<file path="src/rtl/wb_arb_pkg.sv">
// Shared parameters, requester IDs and write-port payload for the write-back port arbiter.
package wb_arb_pkg;

  localparam int unsigned NREQ   = 4;
  localparam int unsigned NPORT  = 2;
  localparam int unsigned TAG_W  = 7;
  localparam int unsigned DATA_W = 32;
  localparam int unsigned SRC_W  = (NREQ > 1) ? $clog2(NREQ) : 1;
  localparam int unsigned PORT_W = (NPORT > 1) ? $clog2(NPORT) : 1;

  localparam logic [SRC_W-1:0] REQ_ALU0 = SRC_W'(0);
  localparam logic [SRC_W-1:0] REQ_ALU1 = SRC_W'(1);
  localparam logic [SRC_W-1:0] REQ_MEM  = SRC_W'(2);
  localparam logic [SRC_W-1:0] REQ_BR   = SRC_W'(3);

  typedef struct packed {
    logic              vld;
    logic [SRC_W-1:0]  src;
    logic [TAG_W-1:0]  tag;
    logic [DATA_W-1:0] data;
  } wb_port_t;

  function automatic logic [SRC_W-1:0] rr_next(input logic [SRC_W-1:0] idx);
    return SRC_W'((int'(idx) + 1) % NREQ);
  endfunction

endpackage

</file>
<file path="src/rtl/wb_port_arbiter_rr_pick.sv">
// Combinational rotated-priority picker: up to NPORT one-hot grants starting the search at i_ptr.
module rr_pick
  import wb_arb_pkg::*;
(
  input  logic [NREQ-1:0]             i_req,
  input  logic [SRC_W-1:0]            i_ptr,
  output logic [NPORT-1:0][NREQ-1:0]  o_gnt,
  output logic                        o_any,
  output logic [SRC_W-1:0]            o_last
);

  int unsigned w_cnt;
  int unsigned w_idx;

  // Walk requesters in ptr order; each hit fills the next free port.
  always_comb begin
    o_gnt  = '0;
    o_any  = 1'b0;
    o_last = '0;
    w_cnt  = 0;
    w_idx  = 0;
    for (int unsigned i = 0; i < NREQ; i++) begin
      w_idx = (int'(i_ptr) + i) % NREQ;
      if (i_req[SRC_W'(w_idx)] && (w_cnt < NPORT)) begin
        o_gnt[PORT_W'(w_cnt)][SRC_W'(w_idx)] = 1'b1;
        o_last = SRC_W'(w_idx);
        o_any  = 1'b1;
        w_cnt  = w_cnt + 1;
      end
    end
  end

endmodule

</file>
<file path="src/rtl/wb_port_arbiter.sv">
// Round-robin write-back port arbiter: grants up to NPORT results per cycle, registers them onto the ports.
// Optional build macro WB_ARB_STALL_CNT_EN adds per-requester saturating stall counters (o_stall_cnt).
module wb_port_arbiter
  import wb_arb_pkg::*;
(
  input  logic                      i_clk,
  input  logic                      i_rst,
  input  logic                      i_flush,
  input  logic [NREQ-1:0]           i_req_vld,
  input  logic [NREQ*TAG_W-1:0]     i_req_tag,
  input  logic [NREQ*DATA_W-1:0]    i_req_data,
  output logic [NREQ-1:0]           o_req_rdy,
  output logic [NPORT-1:0]          o_wb_vld,
  output logic [NPORT*TAG_W-1:0]    o_wb_tag,
  output logic [NPORT*DATA_W-1:0]   o_wb_data,
  output logic [NPORT*SRC_W-1:0]    o_wb_src
`ifdef WB_ARB_STALL_CNT_EN
  ,
  output logic [NREQ*16-1:0]        o_stall_cnt
`endif
);

  logic [SRC_W-1:0]            r_ptr;
  wb_port_t                    r_wb [NPORT];
  logic [NREQ-1:0]             w_req;
  logic [NPORT-1:0][NREQ-1:0]  w_gnt;
  logic                        w_any;
  logic [SRC_W-1:0]            w_last;
  wb_port_t                    w_nxt [NPORT];

  // Flush suppresses all grants, so the pointer and ports see an idle cycle.
  assign w_req = i_flush ? '0 : i_req_vld;

  rr_pick u_pick (
    .i_req  (w_req),
    .i_ptr  (r_ptr),
    .o_gnt  (w_gnt),
    .o_any  (w_any),
    .o_last (w_last)
  );

  always_comb begin
    o_req_rdy = '0;
    for (int k = 0; k < NPORT; k++) begin
      o_req_rdy = o_req_rdy | w_gnt[k];
    end
  end

  // One-hot mux of the granted requester onto each port.
  always_comb begin
    for (int k = 0; k < NPORT; k++) begin
      w_nxt[k] = '0;
      for (int r = 0; r < NREQ; r++) begin
        if (w_gnt[k][r]) begin
          w_nxt[k].vld  = 1'b1;
          w_nxt[k].src  = SRC_W'(r);
          w_nxt[k].tag  = i_req_tag[r*TAG_W +: TAG_W];
          w_nxt[k].data = i_req_data[r*DATA_W +: DATA_W];
        end
      end
    end
  end

  always_ff @(posedge i_clk) begin
    if (i_rst) begin
      r_ptr <= '0;
      for (int k = 0; k < NPORT; k++) r_wb[k] <= '0;
    end else begin
      if (w_any) r_ptr <= rr_next(w_last);
      for (int k = 0; k < NPORT; k++) begin
        r_wb[k].vld <= w_nxt[k].vld;
        if (w_nxt[k].vld) begin
          r_wb[k].src  <= w_nxt[k].src;
          r_wb[k].tag  <= w_nxt[k].tag;
          r_wb[k].data <= w_nxt[k].data;
        end
      end
    end
  end

  always_comb begin
    for (int k = 0; k < NPORT; k++) begin
      o_wb_vld[k]                     = r_wb[k].vld;
      o_wb_src[k*SRC_W +: SRC_W]      = r_wb[k].src;
      o_wb_tag[k*TAG_W +: TAG_W]      = r_wb[k].tag;
      o_wb_data[k*DATA_W +: DATA_W]   = r_wb[k].data;
    end
  end

`ifdef WB_ARB_STALL_CNT_EN
  logic [NREQ-1:0][15:0] r_stall;

  // Counts cycles a result waited without a grant; cleared only by reset.
  always_ff @(posedge i_clk) begin
    if (i_rst) begin
      r_stall <= '0;
    end else begin
      for (int r = 0; r < NREQ; r++) begin
        if (i_req_vld[r] && !o_req_rdy[r] && (r_stall[r] != 16'hFFFF))
          r_stall[r] <= r_stall[r] + 16'd1;
      end
    end
  end

  assign o_stall_cnt = r_stall;
`endif

endmodule

</file>
<file path="config.mk">
export PLATFORM = sky130hd
export DESIGN_NAME = wb_port_arbiter
export DESIGN_NICKNAME = d
export VERILOG_FILES = /design/src/rtl/wb_arb_pkg.sv /design/src/rtl/wb_port_arbiter_rr_pick.sv /design/src/rtl/wb_port_arbiter.sv
export SDC_FILE = /design/constraint.sdc
export NUM_CORES = 1
export LEC_CHECK = 0
export BUFFER_PORTS_ARGS = -buffer_cell sky130_fd_sc_hd__buf_2
export CAP_MARGIN = 20
export CORE_MARGIN = 4
export CORE_UTILIZATION = 54
export CTS_BUF_LIST = sky130_fd_sc_hd__clkbuf_8 sky130_fd_sc_hd__clkbuf_16
export CTS_CLUSTER_SIZE = 20
export DETAILED_ROUTE_END_ITERATION = 16
export GPL_TIMING_DRIVEN = 0
export PLACE_DENSITY_LB_ADDON = 0.15
export REMOVE_ABC_BUFFERS = 1
export SLEW_MARGIN = 5
export SYNTH_ARGS = -nofsm -noshare
export SYNTH_HDL_FRONTEND = slang
export SYNTH_SLANG_ARGS = --single-unit
</file>
<file path="constraint.sdc">
create_clock -name i_clk -period 9.88 [get_ports i_clk]
set_input_delay 1.482 -clock i_clk [delete_from_list [all_inputs] [get_ports i_clk]]
set_output_delay 1.482 -clock i_clk [all_outputs]
set_load 0.005 [all_outputs]
</file>
# Yosys cells after proc, flatten, opt, wreduce, memory -nomap -nowiden

Memory sizes are Yosys's and may differ from the RTL's.
Cells that the tools add are included.

Bits in registers: 2
Latch bits: 0
Memory bits (writable): 84
Bits in read-only memories: 0
Input bits: 163
Output and inout port bits: 88
Word-level logic and storage cells: 110
Memories: 1

$add $sub $neg: 6
$mul: 0
Divide/modulo/power cells: 0
Magnitude comparators: 17
Equal/unequal tests: 0
Shifts and indexed selects: 0
Mux-type cells: 63
Bitwise operators: 12
Reductions and logical operators: 10

Memory list:

| memory | depth | bits a word | rd ports | clocked after Yosys merged registers in | wr ports | line                  | RTL |
|---|---|---|---|---|---|---|---|
| r_wb   | 2     | 42          | 2        | 0                                       | 2        | wb_port_arbiter.sv:24 | `wb_port_t r_wb [NPORT];` |

Operators with widths:

| kind                                                                           | number |
|---|---|
| 42-bit two-way mux                                                             | 8 |
| 32-bit two-way mux                                                             | 4 |
| 32-bit by 2-bit less-than comparator with 1-bit output (second input constant) | 2 |
| 32-bit by 1-bit adder with 32-bit output (second input constant)               | 1 |
| 1-bit two-way mux                                                              | 24 |
| 8-bit two-way mux                                                              | 3 |
| 4-bit two-way mux                                                              | 5 |
| 8-bit bitwise OR                                                               | 2 |
| 7-bit two-way mux                                                              | 2 |
| 4-bit demux with 1-bit select                                                  | 3 |
| 2-bit by 3-bit less-than comparator with 1-bit output (second input constant)  | 4 |
| 2-bit two-way mux                                                              | 6 |
| 1-bit logical AND                                                              | 10 |
| 1-bit binary-select mux with 2-bit select                                      | 4 |
| 1-bit demux with 2-bit select                                                  | 4 |
| 2-bit by 1-bit >= comparator with 1-bit output (second input constant)         | 4 |
| 1-bit by 2-bit less-than comparator with 1-bit output (second input constant)  | 4 |
| 1-bit bitwise OR                                                               | 8 |
| 4-bit by 8-bit bitwise OR with 8-bit output                                    | 1 |
| 2-bit by 1-bit adder with 2-bit output (second input constant)                 | 2 |
| 2-bit adder (second input constant)                                            | 2 |
| 4-bit bitwise OR                                                               | 1 |
| 1-bit >= comparator (second input constant)                                    | 3 |
| 1-bit by 1-bit adder with 2-bit output (second input constant)                 | 1 |

# Depth between registers and ports, before layout

Depth after elaboration: 24
Depth in mapped cells: 18
Depth with buffers taken out: 13

# Hierarchy

A second synthesis with hierarchy kept.

Cell total of the unflattened synthesis: 640
Area, all modules: 6079.6 um^2

Modules (own cells, without submodules):

| module          | times used | cells each | area an instance (um^2) | seq. area each (um^2) |
|---|---|---|---|---|
| wb_port_arbiter | 1          | 547        | 5382.7                  | 2562.5 |
| rr_pick         | 1          | 93         | 696.9                   | 0.0 |

# Worst setup path before layout

Ideal clock, no wire load.

Kind: input -> output
Start point: input port i_req_vld[1]
End point: output port o_req_rdy[0]
Arrival: 4106 ps
Data required time: 8398 ps
Setup slack: 4292 ps
Cell stages on the path: 11
Path buffers: 2
Cell sequence: mux2_2 o2bb2ai_2 buf_4 ha_1 or3_1 a2bb2oi_2 xnor2_1 nor3_2 a221o_1 buf_2 or3_1

Cells in the longest elaborated chain, start to end: 17
Elaborated cells between the ends (all ways): 43
Classes of those cells: add/sub: 2; order compare: 9; mux: 22; bitwise: 4; reduce/logical: 6

RTL lines:

| what                                                                                            | line                          | RTL |
|---|---|---|
| start: declaration                                                                              | wb_port_arbiter.sv:9          | `input logic [NREQ-1:0] i_req_vld,` |
| 4-bit two-way mux *                                                                             | wb_port_arbiter.sv:32         | `assign w_req = i_flush ? '0 : i_req_vld;` |
| branches (longest 14 deep; another with 32-bit by 2-bit less-than comparator with 1-bit output) | n/a                           |  |
| 8-bit two-way mux *                                                                             | wb_port_arbiter_rr_pick.sv:24 | `if (i_req[SRC_W'(w_idx)] && (w_cnt < NPORT)) begin` |
| 4-bit bitwise OR *                                                                              | wb_port_arbiter.sv:45         | `o_req_rdy = o_req_rdy \| w_gnt[k];` |
| end: declaration                                                                                | wb_port_arbiter.sv:12         | `output logic [NREQ-1:0] o_req_rdy,` |

Mark *: on every way between the ends. The select of a mux whose other input is x is not followed.

# Worst setup path after layout

Start point: register r_ptr[0]
End point: output port o_req_rdy[3]

Cells in the longest elaborated chain, start to end: 16
Elaborated cells between the ends (all ways): 65
Classes of those cells: add/sub: 5; order compare: 17; mux: 29; bitwise: 4; reduce/logical: 10

RTL lines:

| what                                                                                            | line                          | RTL |
|---|---|---|
| start: declaration                                                                              | wb_port_arbiter.sv:23         | `logic [SRC_W-1:0] r_ptr;` |
| start signal: assignment                                                                        | wb_port_arbiter.sv:69         | `if (w_any) r_ptr <= rr_next(w_last);` |
| branches (longest 14 deep; another with 32-bit by 2-bit less-than comparator with 1-bit output) | n/a                           |  |
| 8-bit two-way mux *                                                                             | wb_port_arbiter_rr_pick.sv:24 |  |
| 4-bit bitwise OR *                                                                              | wb_port_arbiter.sv:45         |  |

Marks and branches as above.

==> flow_metrics.tcl <==
set metrics [dict create \
    place_area_sq_mm 0.00801 \
    fin_hold_ws_ns 0.864 \
    synth_area_sq_mm 0.00645 \
    clk_path_buf_depth 2 \
    reg2reg_from "r_ptr[0]$_SDFFE_PP0P_" \
    place_hpwl_mm 17.8 \
    root_buffer "clkbuf_16" \
    synth_compound_area_share_pct 33.7 \
    start_util_pct 55.8 \
    fin_crit_ns 7.52 \
    rr_worst_depth 15 \
    cts_buffers 9 \
    p_sw_mw 1.33 \
    antenna_found_initial 4 \
    crit_required_ns 8.40 \
    die_h_um 117 \
    die_w_um 117 \
    ys.flop_type "edfxtp_1" \
    rr_endpoint "r_wb[0][7]$_SDFFCE_PN0P_" \
    postCtsHoldBufs 0 \
    drc_errors 0 \
    cts_sinks 86 \
    synth_top_family_by_area "compound AO/OA/AOI/OAI gates" \
    intPower_mw 1.50 \
    ir_worst_vdd_mv 0.170 \
    drive_gt1_share_pct 35.8 \
    hold_viol_final 0 \
    p_seq_share_pct 25.4 \
    rows 39 \
    power_leakage_nw 3.76 \
    p_comb_share_pct 62.7 \
    overflow 0 \
    viasPerCell 7.41 \
    avgSynthCellArea_sq_um 9.38 \
    place_congestion 0.938 \
    yosysSeqAreaShare_pct 39.7 \
    dr_total_vias 7776 \
    rsz0062_at_grt "false" \
    core_area_sq_mm 0.0116 \
    cts_max_level 3 \
    r2r_setup_slack_ns 3.68 \
    post_cts_resized 0 \
    yosysTopAreaCellShare_pct 39.1 \
    design.die.area_sq_mm 0.0138 \
    ys_types 59 \
    yosys-top-cells-area "edfxtp_1, o2111ai_1, o211a_1" \
    hold_class "register to register" \
    layout_common_cells "buf_2, edfxtp_1, o2111ai_1" \
    drt-total-wl_mm 27.0 \
    status "complete, no violations" \
    critPathKind "register to primary output" \
    slew-limit-headroom_pct 22.2 \
    grt_first_pass_wirelength_mm 41.5 \
    grt_pass1_vias 7826 \
    muxShareOfSynthArea_pct 1.47 \
    cp.arrival_ns 6.04 \
    synth-simple-area-share_pct 13.8 \
    clk_pin_slew_ns 0.06 \
    syn_inst 688 \
    stdcell_area_sq_mm 0.00828 \
    power.density_mw_per_mm2 341 \
    min_path_cells 4 \
    crit_path_end_kind "primary output" \
    yosysTopAreaCell "edfxtp_1" \
    ant_nets 0 \
    async_flop_share_pct 0 \
    finalSetupViolations 0 \
    clock_skew_ns 0.00626 \
    firstDrtPassIters 7 \
    post-route-util_pct 71.6 \
    drv_cap 0 \
    avgRoutedWirePerCell_um 25.8 \
    fmax_ghz 0.133 \
    final_common_cell "buf_2" \
    syn2layout_area_growth_pct 28.3 \
    synth_warnings 0 \
    drt_iter0_drc 1489 \
    synthXorXnorAreaFrac_pct 0.659 \
    worstSetupStartpointType "register" \
    p_total_mw 2.83 \
    switching_share_pct 47.0 \
    worstPathMaxFanout 17 \
    power_frac_clock_pct 11.9 \
    clk_latency_ns 0.35 \
    n_fill_cell 906 \
    maxSlewViolCount 0 \
    worst_pin_slew_ns 1.17 \
    port_buffers 250 \
    period_share_pct 76.1 \
    synth_fa_ha_area_share_pct 1.74 \
    ys_ff_latch 86 \
    nets 1072 \
    grt.total_usage_pct 37.1 \
    synth_edf_count 84 \
    hp-start "r_ptr[1]$_SDFFE_PP0P_" \
    postCtsSetupBuffers 0 \
    grt_max_degree 82 \
    ios 251 \
    cts_tree "built" \
    min_to "r_ptr[1]$_SDFFE_PP0P_" \
]
==> kinds of logic after synthesis <==
group / Yosys count
DFF: 86
other: 1
adders and majority gates: 9
xor gates and xnor gates: 4
AOI/OAI and AO/OA: 279
buffers and inverters: 130
and+or+nand+nor: 171
muxes: 8
==> routing by layer <==
layer	part of all wire, %	vias up	GRT usage [%]
met5	0	-	0
met4	5.0	0	21.8
met3	14	165	9.38
met2	46	801	58.5
met1	35	3581	46.1
li1	-	3229	-
==> flip-flops by register name, indices dropped and copies added, names as in the netlist <==
signal / count
r_ptr: 2
r_wb: 84
==> worst max-delay path: stages (launching register included) <==
cell and delay (ns):
dfxtp_1 0.78, inv_1 0.34, ha_1 0.52, or2_2 0.33
o22a_1 0.26, inv_2 0.14, ha_1 0.33, or3_1 0.19
a2bb2oi_2 0.50, xnor2_2 0.20, nor3_1 0.09, a222oi_1 0.67
buf_2 0.31, buf_2 0.22, buf_4 0.19, buf_2 0.22
buf_2 0.20, nand2_1 0.06, buf_2 0.12
==> how the worst max path moves through the flow <==
| stage | end | start | cells past startpoint |
|---|---|---|---|
| floorplan | r_wb[1][0]$_DFFE_PP_ | i_flush | 10 |
| global placement | r_wb[1][7]$_DFFE_PP_ | i_flush | 11 |
| detailed placement | o_req_rdy[3] | i_flush | 16 |
| CTS | o_req_rdy[3] | r_ptr[0]$_SDFFE_PP0P_ | 18 |
| global route | o_req_rdy[3] | r_ptr[0]$_SDFFE_PP0P_ | 18 |
| finish | o_req_rdy[3] | r_ptr[0]$_SDFFE_PP0P_ | 18 |
==> power by group through the flow <==
stage                     registers (mW)  logic, mW  clock network [mW]
after floorplan                    0.741      0.918                   0
after global placement             0.731       1.53                   0
after detailed placement           0.721       1.71                   0
after CTS                          0.715       1.72               0.334
after global routing               0.729       1.88               0.349
final                              0.717       1.77               0.336
==> metrics by stage <==
| stage | setup TNS (ns) | cells | setup slack, ns |
|---|---|---|---|
| 2_1_floorplan | -68.60 | 604 | -1.72 |
| 5_1_grt | 0 | 1049 | 2.04 |
| 3_3_place_gp | -531.73 | 997 | -9.94 |
| 4_1_cts | 0 | 1045 | 2.49 |
| 6_report | 0 | 1049 | 2.36 |
| 3_5_place_dp | 0 | 1032 | 2.80 |
==> layout make-up <==
| class | instances | area, sq um | area share, % |
|---|---|---|---|
| inverter | 45 | 169 | 2.04 |
| antenna | 4 | 10.0 | 0.121 |
| clock buffer | 9 | 225 | 2.72 |
| clock inverter | 4 | 42.5 | 0.514 |
| sequential | 86 | 2560 | 30.9 |
| tap | 143 | 179 | 2.16 |
| multi-input combinational | 473 | 3390 | 40.9 |
| timing repair buffer | 285 | 1700 | 20.6 |
==> cell usage after synthesis, drive strengths merged, types with 5 or more instances <==
cell and count:
nand3 42, inv 45, clkbuf 40, o211a 40, ha 9, a311oi 39
nand2 5, o21ai 45, nor2 52, o2111ai 79, edfxtp 84, a21oi 48
nand4 43, buf 45, mux2i 6
Note: power is estimated with default switching activity, not from simulation.
